File: config.mk
export PLATFORM = sky130hd
export DESIGN_NAME = axil_arb_2to1_flat
export DESIGN_NICKNAME = d
export VERILOG_FILES = /design/src/rtl/axil_arb_pkg.sv /design/src/rtl/axi_lite_if.sv /design/src/rtl/axil_rr_arb.sv /design/src/rtl/axil_arb_2to1.sv /design/src/flat_wrapper.sv
export SDC_FILE = /design/constraint.sdc
export NUM_CORES = 1
export LEC_CHECK = 0
export CORE_AREA = 2 2 173 175
export CTS_CLUSTER_DIAMETER = 150
export CTS_CLUSTER_SIZE = 16
export DETAILED_ROUTE_END_ITERATION = 16
export DIE_AREA = 0 0 175 177
export GPL_TIMING_DRIVEN = 0
export MAX_ROUTING_LAYER = met4
export PLACE_DENSITY_LB_ADDON = 0.25
export SLEW_MARGIN = 20
export SYNTH_ARGS = -nofsm -noshare
export SYNTH_HDL_FRONTEND = slang
export SYNTH_SLANG_ARGS = --single-unit
File: constraint.sdc
create_clock -name aclk -period 3.6 [get_ports aclk]
set_clock_uncertainty 0.15 [all_clocks]
set_input_delay 0.9 -clock aclk [delete_from_list [all_inputs] [get_ports aclk]]
set_output_delay 0.9 -clock aclk [all_outputs]
set_load 0.1 [all_outputs]
File: src/rtl/axil_arb_pkg.sv
// axil_arb_pkg: shared FSM encodings and AXI response codes
// for the 2:1 AXI-lite arbiter.
package axil_arb_pkg;

    typedef enum logic [1:0] {
        W_IDLE,
        W_ADDR,
        W_RESP
    } wr_state_t;

    typedef enum logic [1:0] {
        R_IDLE,
        R_ADDR,
        R_DATA
    } rd_state_t;

    typedef logic [1:0] resp_t;

    localparam resp_t OKAY   = 2'b00;
    localparam resp_t EXOKAY = 2'b01;
    localparam resp_t SLVERR = 2'b10;
    localparam resp_t DECERR = 2'b11;

    // Pointer breaks ties; a lone requester always wins.
    function automatic logic rr_pick(
        input logic [1:0] req,
        input logic       ptr
    );
        return (req == 2'b11) ? ptr : req[1];
    endfunction

endpackage

File: src/rtl/axi_lite_if.sv
// AXI_lite: AXI4-lite channel bundle with slave (S) and
// master (M) views.
interface AXI_lite #(
    parameter int AW = 32,
    parameter int DW = 32
) (
    input logic aclk,
    input logic aresetn
);
    logic [AW-1:0]   awaddr;
    logic            awvalid;
    logic            awready;
    logic [DW-1:0]   wdata;
    logic [DW/8-1:0] wstrb;
    logic            wvalid;
    logic            wready;
    logic [1:0]      bresp;
    logic            bvalid;
    logic            bready;
    logic [AW-1:0]   araddr;
    logic            arvalid;
    logic            arready;
    logic [DW-1:0]   rdata;
    logic [1:0]      rresp;
    logic            rvalid;
    logic            rready;

    modport S (
        input  awaddr, awvalid, wdata, wstrb, wvalid,
        input  bready, araddr, arvalid, rready,
        output awready, wready, bresp, bvalid,
        output arready, rdata, rresp, rvalid
    );

    modport M (
        output awaddr, awvalid, wdata, wstrb, wvalid,
        output bready, araddr, arvalid, rready,
        input  awready, wready, bresp, bvalid,
        input  arready, rdata, rresp, rvalid
    );
endinterface

File: src/rtl/axil_rr_arb.sv
// axil_rr_arb: two-requester round-robin with a registered
// grant, captured while idle and rotated on completion.
module axil_rr_arb
    import axil_arb_pkg::*;
(
    input  logic       aclk,
    input  logic       aresetn,
    input  logic [1:0] req,
    input  logic       advance,
    input  logic       idle,
    output logic       grant
);

    logic ptr;

    always_ff @(posedge aclk) begin
        if (!aresetn) begin
            ptr   <= 1'b0;
            grant <= 1'b0;
        end else begin
            if (idle && (|req)) begin
                grant <= rr_pick(req, ptr);
            end
            if (advance) begin
                ptr <= ~grant;
            end
        end
    end

endmodule

File: src/rtl/axil_arb_2to1.sv
// axil_arb_2to1: shares one AXI-lite slave between two
// requesters; write and read paths arbitrate independently.
module axil_arb_2to1
    import axil_arb_pkg::*;
#(
    parameter int DW = 32,
    parameter int AW = 32
) (
    input logic aclk,
    input logic aresetn,
    AXI_lite.S  s0,
    AXI_lite.S  s1,
    AXI_lite.M  m
);

    wr_state_t wst;
    rd_state_t rst;
    logic      wg;
    logic      rg;
    logic      aw_done;
    logic      w_done;
    logic [1:0] wreq;
    logic [1:0] rreq;
    logic      w_addr;
    logic      w_resp;
    logic      r_addr;
    logic      r_data;
    logic      aw_hs;
    logic      w_hs;
    logic      b_hs;
    logic      ar_hs;
    logic      r_hs;

    logic [AW-1:0]   aw_addr_sel;
    logic [DW-1:0]   w_data_sel;
    logic [DW/8-1:0] w_strb_sel;
    logic [AW-1:0]   ar_addr_sel;

    assign wreq   = {s1.awvalid, s0.awvalid};
    assign rreq   = {s1.arvalid, s0.arvalid};
    assign w_addr = (wst == W_ADDR);
    assign w_resp = (wst == W_RESP);
    assign r_addr = (rst == R_ADDR);
    assign r_data = (rst == R_DATA);

    assign aw_hs = m.awvalid & m.awready;
    assign w_hs  = m.wvalid & m.wready;
    assign b_hs  = m.bvalid & m.bready;
    assign ar_hs = m.arvalid & m.arready;
    assign r_hs  = m.rvalid & m.rready;

    axil_rr_arb u_wr_arb (
        .aclk    (aclk),
        .aresetn (aresetn),
        .req     (wreq),
        .advance (w_resp & b_hs),
        .idle    (wst == W_IDLE),
        .grant   (wg)
    );

    axil_rr_arb u_rd_arb (
        .aclk    (aclk),
        .aresetn (aresetn),
        .req     (rreq),
        .advance (r_data & r_hs),
        .idle    (rst == R_IDLE),
        .grant   (rg)
    );

    // AW and W may complete in either order; flags mask re-issue.
    always_ff @(posedge aclk) begin
        if (!aresetn) begin
            wst     <= W_IDLE;
            aw_done <= 1'b0;
            w_done  <= 1'b0;
        end else begin
            unique case (wst)
                W_IDLE: begin
                    aw_done <= 1'b0;
                    w_done  <= 1'b0;
                    if (|wreq) wst <= W_ADDR;
                end
                W_ADDR: begin
                    if (aw_hs) aw_done <= 1'b1;
                    if (w_hs)  w_done  <= 1'b1;
                    if ((aw_done | aw_hs) & (w_done | w_hs))
                        wst <= W_RESP;
                end
                W_RESP: begin
                    if (b_hs) begin
                        wst     <= W_IDLE;
                        aw_done <= 1'b0;
                        w_done  <= 1'b0;
                    end
                end
                default: wst <= W_IDLE;
            endcase
        end
    end

    always_ff @(posedge aclk) begin
        if (!aresetn) begin
            rst <= R_IDLE;
        end else begin
            unique case (rst)
                R_IDLE:  if (|rreq) rst <= R_ADDR;
                R_ADDR:  if (ar_hs) rst <= R_DATA;
                R_DATA:  if (r_hs)  rst <= R_IDLE;
                default: rst <= R_IDLE;
            endcase
        end
    end

    assign aw_addr_sel = wg ? s1.awaddr : s0.awaddr;
    assign w_data_sel  = wg ? s1.wdata  : s0.wdata;
    assign w_strb_sel  = wg ? s1.wstrb  : s0.wstrb;
    assign ar_addr_sel = rg ? s1.araddr : s0.araddr;

    assign m.awaddr  = aw_addr_sel;
    assign m.awvalid = w_addr & ~aw_done
                     & (wg ? s1.awvalid : s0.awvalid);
    assign m.wdata   = w_data_sel;
    assign m.wstrb   = w_strb_sel;
    assign m.wvalid  = w_addr & ~w_done
                     & (wg ? s1.wvalid : s0.wvalid);
    assign m.bready  = w_resp & (wg ? s1.bready : s0.bready);

    assign m.araddr  = ar_addr_sel;
    assign m.arvalid = r_addr & (rg ? s1.arvalid : s0.arvalid);
    assign m.rready  = r_data & (rg ? s1.rready : s0.rready);

    assign s0.awready = w_addr & ~wg & ~aw_done & m.awready;
    assign s1.awready = w_addr &  wg & ~aw_done & m.awready;
    assign s0.wready  = w_addr & ~wg & ~w_done & m.wready;
    assign s1.wready  = w_addr &  wg & ~w_done & m.wready;
    assign s0.bvalid  = w_resp & ~wg & m.bvalid;
    assign s1.bvalid  = w_resp &  wg & m.bvalid;
    assign s0.bresp   = s0.bvalid ? m.bresp : 2'b00;
    assign s1.bresp   = s1.bvalid ? m.bresp : 2'b00;

    assign s0.arready = r_addr & ~rg & m.arready;
    assign s1.arready = r_addr &  rg & m.arready;
    assign s0.rvalid  = r_data & ~rg & m.rvalid;
    assign s1.rvalid  = r_data &  rg & m.rvalid;
    assign s0.rresp   = s0.rvalid ? m.rresp : 2'b00;
    assign s1.rresp   = s1.rvalid ? m.rresp : 2'b00;
    assign s0.rdata   = s0.rvalid ? m.rdata : {DW{1'b0}};
    assign s1.rdata   = s1.rvalid ? m.rdata : {DW{1'b0}};

endmodule

File: src/flat_wrapper.sv
// flat-port wrapper written by rule: the top's interface ports become plain ports
module axil_arb_2to1_flat import axil_arb_pkg::*;
#(
    parameter int DW = 32,
    parameter int AW = 32
)
  (aclk, aresetn, s0_awaddr, s0_awvalid, s0_wdata, s0_wstrb, s0_wvalid, s0_bready, s0_araddr, s0_arvalid, s0_rready, s0_awready, s0_wready, s0_bresp, s0_bvalid, s0_arready, s0_rdata, s0_rresp, s0_rvalid, s1_awaddr, s1_awvalid, s1_wdata, s1_wstrb, s1_wvalid, s1_bready, s1_araddr, s1_arvalid, s1_rready, s1_awready, s1_wready, s1_bresp, s1_bvalid, s1_arready, s1_rdata, s1_rresp, s1_rvalid, m_awaddr, m_awvalid, m_wdata, m_wstrb, m_wvalid, m_bready, m_araddr, m_arvalid, m_rready, m_awready, m_wready, m_bresp, m_bvalid, m_arready, m_rdata, m_rresp, m_rvalid);
  AXI_lite #(.AW(AW), .DW(DW)) s0_i (.aclk(aclk), .aresetn(aresetn));
  AXI_lite #(.AW(AW), .DW(DW)) s1_i (.aclk(aclk), .aresetn(aresetn));
  AXI_lite #(.AW(AW), .DW(DW)) m_i (.aclk(aclk), .aresetn(aresetn));
  input logic aclk;
  input logic aresetn;
  input wire logic [$bits(s0_i.awaddr)-1:0] s0_awaddr;
  input wire logic [$bits(s0_i.awvalid)-1:0] s0_awvalid;
  input wire logic [$bits(s0_i.wdata)-1:0] s0_wdata;
  input wire logic [$bits(s0_i.wstrb)-1:0] s0_wstrb;
  input wire logic [$bits(s0_i.wvalid)-1:0] s0_wvalid;
  input wire logic [$bits(s0_i.bready)-1:0] s0_bready;
  input wire logic [$bits(s0_i.araddr)-1:0] s0_araddr;
  input wire logic [$bits(s0_i.arvalid)-1:0] s0_arvalid;
  input wire logic [$bits(s0_i.rready)-1:0] s0_rready;
  output wire logic [$bits(s0_i.awready)-1:0] s0_awready;
  output wire logic [$bits(s0_i.wready)-1:0] s0_wready;
  output wire logic [$bits(s0_i.bresp)-1:0] s0_bresp;
  output wire logic [$bits(s0_i.bvalid)-1:0] s0_bvalid;
  output wire logic [$bits(s0_i.arready)-1:0] s0_arready;
  output wire logic [$bits(s0_i.rdata)-1:0] s0_rdata;
  output wire logic [$bits(s0_i.rresp)-1:0] s0_rresp;
  output wire logic [$bits(s0_i.rvalid)-1:0] s0_rvalid;
  input wire logic [$bits(s1_i.awaddr)-1:0] s1_awaddr;
  input wire logic [$bits(s1_i.awvalid)-1:0] s1_awvalid;
  input wire logic [$bits(s1_i.wdata)-1:0] s1_wdata;
  input wire logic [$bits(s1_i.wstrb)-1:0] s1_wstrb;
  input wire logic [$bits(s1_i.wvalid)-1:0] s1_wvalid;
  input wire logic [$bits(s1_i.bready)-1:0] s1_bready;
  input wire logic [$bits(s1_i.araddr)-1:0] s1_araddr;
  input wire logic [$bits(s1_i.arvalid)-1:0] s1_arvalid;
  input wire logic [$bits(s1_i.rready)-1:0] s1_rready;
  output wire logic [$bits(s1_i.awready)-1:0] s1_awready;
  output wire logic [$bits(s1_i.wready)-1:0] s1_wready;
  output wire logic [$bits(s1_i.bresp)-1:0] s1_bresp;
  output wire logic [$bits(s1_i.bvalid)-1:0] s1_bvalid;
  output wire logic [$bits(s1_i.arready)-1:0] s1_arready;
  output wire logic [$bits(s1_i.rdata)-1:0] s1_rdata;
  output wire logic [$bits(s1_i.rresp)-1:0] s1_rresp;
  output wire logic [$bits(s1_i.rvalid)-1:0] s1_rvalid;
  output wire logic [$bits(m_i.awaddr)-1:0] m_awaddr;
  output wire logic [$bits(m_i.awvalid)-1:0] m_awvalid;
  output wire logic [$bits(m_i.wdata)-1:0] m_wdata;
  output wire logic [$bits(m_i.wstrb)-1:0] m_wstrb;
  output wire logic [$bits(m_i.wvalid)-1:0] m_wvalid;
  output wire logic [$bits(m_i.bready)-1:0] m_bready;
  output wire logic [$bits(m_i.araddr)-1:0] m_araddr;
  output wire logic [$bits(m_i.arvalid)-1:0] m_arvalid;
  output wire logic [$bits(m_i.rready)-1:0] m_rready;
  input wire logic [$bits(m_i.awready)-1:0] m_awready;
  input wire logic [$bits(m_i.wready)-1:0] m_wready;
  input wire logic [$bits(m_i.bresp)-1:0] m_bresp;
  input wire logic [$bits(m_i.bvalid)-1:0] m_bvalid;
  input wire logic [$bits(m_i.arready)-1:0] m_arready;
  input wire logic [$bits(m_i.rdata)-1:0] m_rdata;
  input wire logic [$bits(m_i.rresp)-1:0] m_rresp;
  input wire logic [$bits(m_i.rvalid)-1:0] m_rvalid;
  assign s0_i.awaddr = s0_awaddr;
  assign s0_i.awvalid = s0_awvalid;
  assign s0_i.wdata = s0_wdata;
  assign s0_i.wstrb = s0_wstrb;
  assign s0_i.wvalid = s0_wvalid;
  assign s0_i.bready = s0_bready;
  assign s0_i.araddr = s0_araddr;
  assign s0_i.arvalid = s0_arvalid;
  assign s0_i.rready = s0_rready;
  assign s0_awready = s0_i.awready;
  assign s0_wready = s0_i.wready;
  assign s0_bresp = s0_i.bresp;
  assign s0_bvalid = s0_i.bvalid;
  assign s0_arready = s0_i.arready;
  assign s0_rdata = s0_i.rdata;
  assign s0_rresp = s0_i.rresp;
  assign s0_rvalid = s0_i.rvalid;
  assign s1_i.awaddr = s1_awaddr;
  assign s1_i.awvalid = s1_awvalid;
  assign s1_i.wdata = s1_wdata;
  assign s1_i.wstrb = s1_wstrb;
  assign s1_i.wvalid = s1_wvalid;
  assign s1_i.bready = s1_bready;
  assign s1_i.araddr = s1_araddr;
  assign s1_i.arvalid = s1_arvalid;
  assign s1_i.rready = s1_rready;
  assign s1_awready = s1_i.awready;
  assign s1_wready = s1_i.wready;
  assign s1_bresp = s1_i.bresp;
  assign s1_bvalid = s1_i.bvalid;
  assign s1_arready = s1_i.arready;
  assign s1_rdata = s1_i.rdata;
  assign s1_rresp = s1_i.rresp;
  assign s1_rvalid = s1_i.rvalid;
  assign m_awaddr = m_i.awaddr;
  assign m_awvalid = m_i.awvalid;
  assign m_wdata = m_i.wdata;
  assign m_wstrb = m_i.wstrb;
  assign m_wvalid = m_i.wvalid;
  assign m_bready = m_i.bready;
  assign m_araddr = m_i.araddr;
  assign m_arvalid = m_i.arvalid;
  assign m_rready = m_i.rready;
  assign m_i.awready = m_awready;
  assign m_i.wready = m_wready;
  assign m_i.bresp = m_bresp;
  assign m_i.bvalid = m_bvalid;
  assign m_i.arready = m_arready;
  assign m_i.rdata = m_rdata;
  assign m_i.rresp = m_rresp;
  assign m_i.rvalid = m_rvalid;
  axil_arb_2to1 #(.DW(DW), .AW(AW)) u_core (.aclk(aclk), .aresetn(aresetn), .s0(s0_i), .s1(s1_i), .m(m_i));
endmodule
==> metrics, run 1 <==
status completed; dominant cells by area after synthesis mux2_2 (47%), and2_1 (19%), dfxtp_1 (8.3%); Cells after DPL ~1,100; Starting Density 0.08223; Clk pin slew, worst setup/hold paths ~0.050 ns; number of flops mapped to enable cells by yosys 0; Slew Limit Fails 0; Fin. Hold Viols 0; hold depth 2; DR WL/cell 14.21 um; hold crit path type flop to flop; most common flop cell mapped by yosys dfxtp_1; DRC viols 0; Distinct cells, synth 39; number of synthesis warnings 0; die area around 31,000 sq um; Synth area leader mux2_2; largest net degree at the start of global routing 11; Die Width 175 um; site row count between 60 and 70; CP required about 2.6 ns; Max Cap Viol 0; drt via density between 3 and 4; Critical Path Start Type input port; FMAX between 0.2 and 0.3 GHz; layout cells sized above 1 0.3078; final worst-path cycle share 0.9825; register bit total from synthesis 10; reg2reg path depth 4; post-route antenna net violation count 0; Sink Count 10; fin util 0.2492; clock buffer depth 2; DRT iter0 DRCs between 50 and 60; nets@finish roughly 1,000; non-filler cells, final between 1,000 and 1,500; synthesized area per cell around 8.8 sq um; CTS H-Tree Depth 1; number of global-route vias before repair approximately 4,100; final setup vio count 0; mapped cell area approximately 2400 sq um; RD Place Congestion about 0.77; die outline height around 180 um; Num CTS Buffers 3; Setup crit end kind primary output; via count ~3,800; overflow left after global routing 0; synthesis-to-finish area growth 203.1%; pwr dens 255.5 nW/um^2; Rel. slew slack 0.3353; Worst-Skew Late Latency 0.24 ns; final worst setup slack 0.06310 ns; peak fanout along the critical path 3; pre-CTS WS -0.8991 ns; Syn Nets 527; TritonCTS clock tree built; ys async rst share 0; type of the worst setup path input port to primary output; initial antenna violation count 2; hold_buf cts 0; DP Wirelength 14.05 mm; sequential area share after synthesis 0.08325; post-synth top area share 0.4683; Root Buffer clkbuf_16; crit path time final 3.537 ns; synth cell count leaders mux2_2 (100), and2_1 (73), buf_2 (10), dfxtp_1 (10), nor2_1 (8); critical path arrival around 2.5 ns; final WL 15.78 mm; slack of the worst reg-to-reg path around 2.2 ns; io pins 440; Peak supply drop roughly 0.15 mV; most frequent cell after synthesis mux2_2; core area 29,240 sq um; DR pass1 iterations 4; slew at the pin closest to its max-slew limit roughly 1.0 ns; PortBufs 439; post-synthesis cell count between 200 and 300; GRT Util Overall 0.09651; P_leak 3.028 nW; first-pass GRT wire length 22.50 mm; RSZ-0062 raised after global routing yes
==> layout by cell type, fill, tap and decap left out, types with 6 or more instances in the layout <==
master / n
dfxtp_1: 10
mux2_2: 100
buf_2: 21
clkdlybuf4s50_1: 252
buf_6: 60
and2_1: 71
dlygate4sd2_1: 103
clkdlybuf4s15_2: 7
clkbuf_4: 6
nor2_1: 7
==> per-layer routing <==
metal	global-route usage	share of wire	vias to the layer above	wire (um)
li1	-	-	1858	-
met1	0.09202	0.35	1721	5578
met2	0.1955	0.55	257	8675
met3	0.02620	0.091	2	1439
met4	0.01354	0.0053	0	83
met5	-	0	-	0
==> where the power goes <==
group | internal, W | switching, W | total, W
registers | 0.000119 | 0.00000798 | 0.000127
clock network | 0.000167 | 0.0000551 | 0.000222
logic | 0.000481 | 0.00103 | 0.00151
total | 0.000767 | 0.00109 | 0.00186
==> stage by stage <==
stage / instance area [sq um] / hold WS (ns) / total power, W / setup TNS, ns
6_report: 7288 / 0.3185 / 0.001862 / 0
2_1_floorplan: 2420 / 0.2940 / 0.001201 / 0
3_3_place_gp: 7302 / 0.3147 / 0.001731 / -69.80
5_1_grt: 7288 / 0.3628 / 0.001935 / -0.1691
3_5_place_dp: 7302 / 0.3171 / 0.001729 / -69.62
4_1_cts: 7107 / 0.3240 / 0.001882 / -0.01111
==> cells by family after synthesis <==
group	synth area share
AND/OR/NAND/NOR	0.3039
multiplexers	0.4912
buffers and inverters	0.05879
AO/OA/AOI/OAI	0.06296
flip-flops	0.08325
==> final timing paths <==
path,startpoint,endpoint
max,s1_wvalid,m_wvalid
max reg2reg,u_core.u_wr_arb.grant$_SDFFE_PN0P_,u_core.wst[0]$_SDFFE_PN0P_
min reg2reg,u_core.u_wr_arb.ptr$_SDFFE_PN0P_,u_core.u_wr_arb.ptr$_SDFFE_PN0P_
min,u_core.u_wr_arb.ptr$_SDFFE_PN0P_,u_core.u_wr_arb.ptr$_SDFFE_PN0P_
==> worst max-delay path, stage by stage <==
cell	delay (ns)
clkdlybuf4s50_1	0.46
mux2_4	0.17
and2_1	0.13
clkdlybuf4s15_1	0.83
==> sequential cells by signal, indices dropped and copies added, names as in the netlist <==
register	flops
u_core.u_wr_arb.grant	1
u_core.w_done	1
u_core.u_rd_arb.grant	1
u_core.aw_done	1
u_core.wst	2
u_core.u_rd_arb.ptr	1
u_core.rst	2
u_core.u_wr_arb.ptr	1
==> repair_timing <==
action | CTS | global route
setup endpoints to repair | 187 | 71
gates cloned | 0 | 0
gates resized for setup | 550 | 75
setup buffers | 1 | 0
==> area by class of cell <==
type / count / area [sq um]
Antenna cell: 2 / 5.005
Buffer: 20 / 135.1
Clock buffer: 4 / 88.84
Fill cell: 3211 / 21960
Inverter: 3 / 11.26
Multi-Input combinational cell: 241 / 2078
Sequential cell: 10 / 200.2
Tap cell: 390 / 488.0
Timing Repair Buffer: 440 / 4282
(Power assumes the default switching activity.)
==> run 2, diff against run 1 <==
--- a/config.mk
+++ b/config.mk
@@ -6,7 +6,6 @@
 export NUM_CORES = 1
 export LEC_CHECK = 0
 export CORE_AREA = 2 2 173 175
-export CTS_CLUSTER_DIAMETER = 150
 export CTS_CLUSTER_SIZE = 16
 export DETAILED_ROUTE_END_ITERATION = 16
 export DIE_AREA = 0 0 175 177
==> results of run 2 <==
Final layout, timing and power as in run 1 (identical DEF).
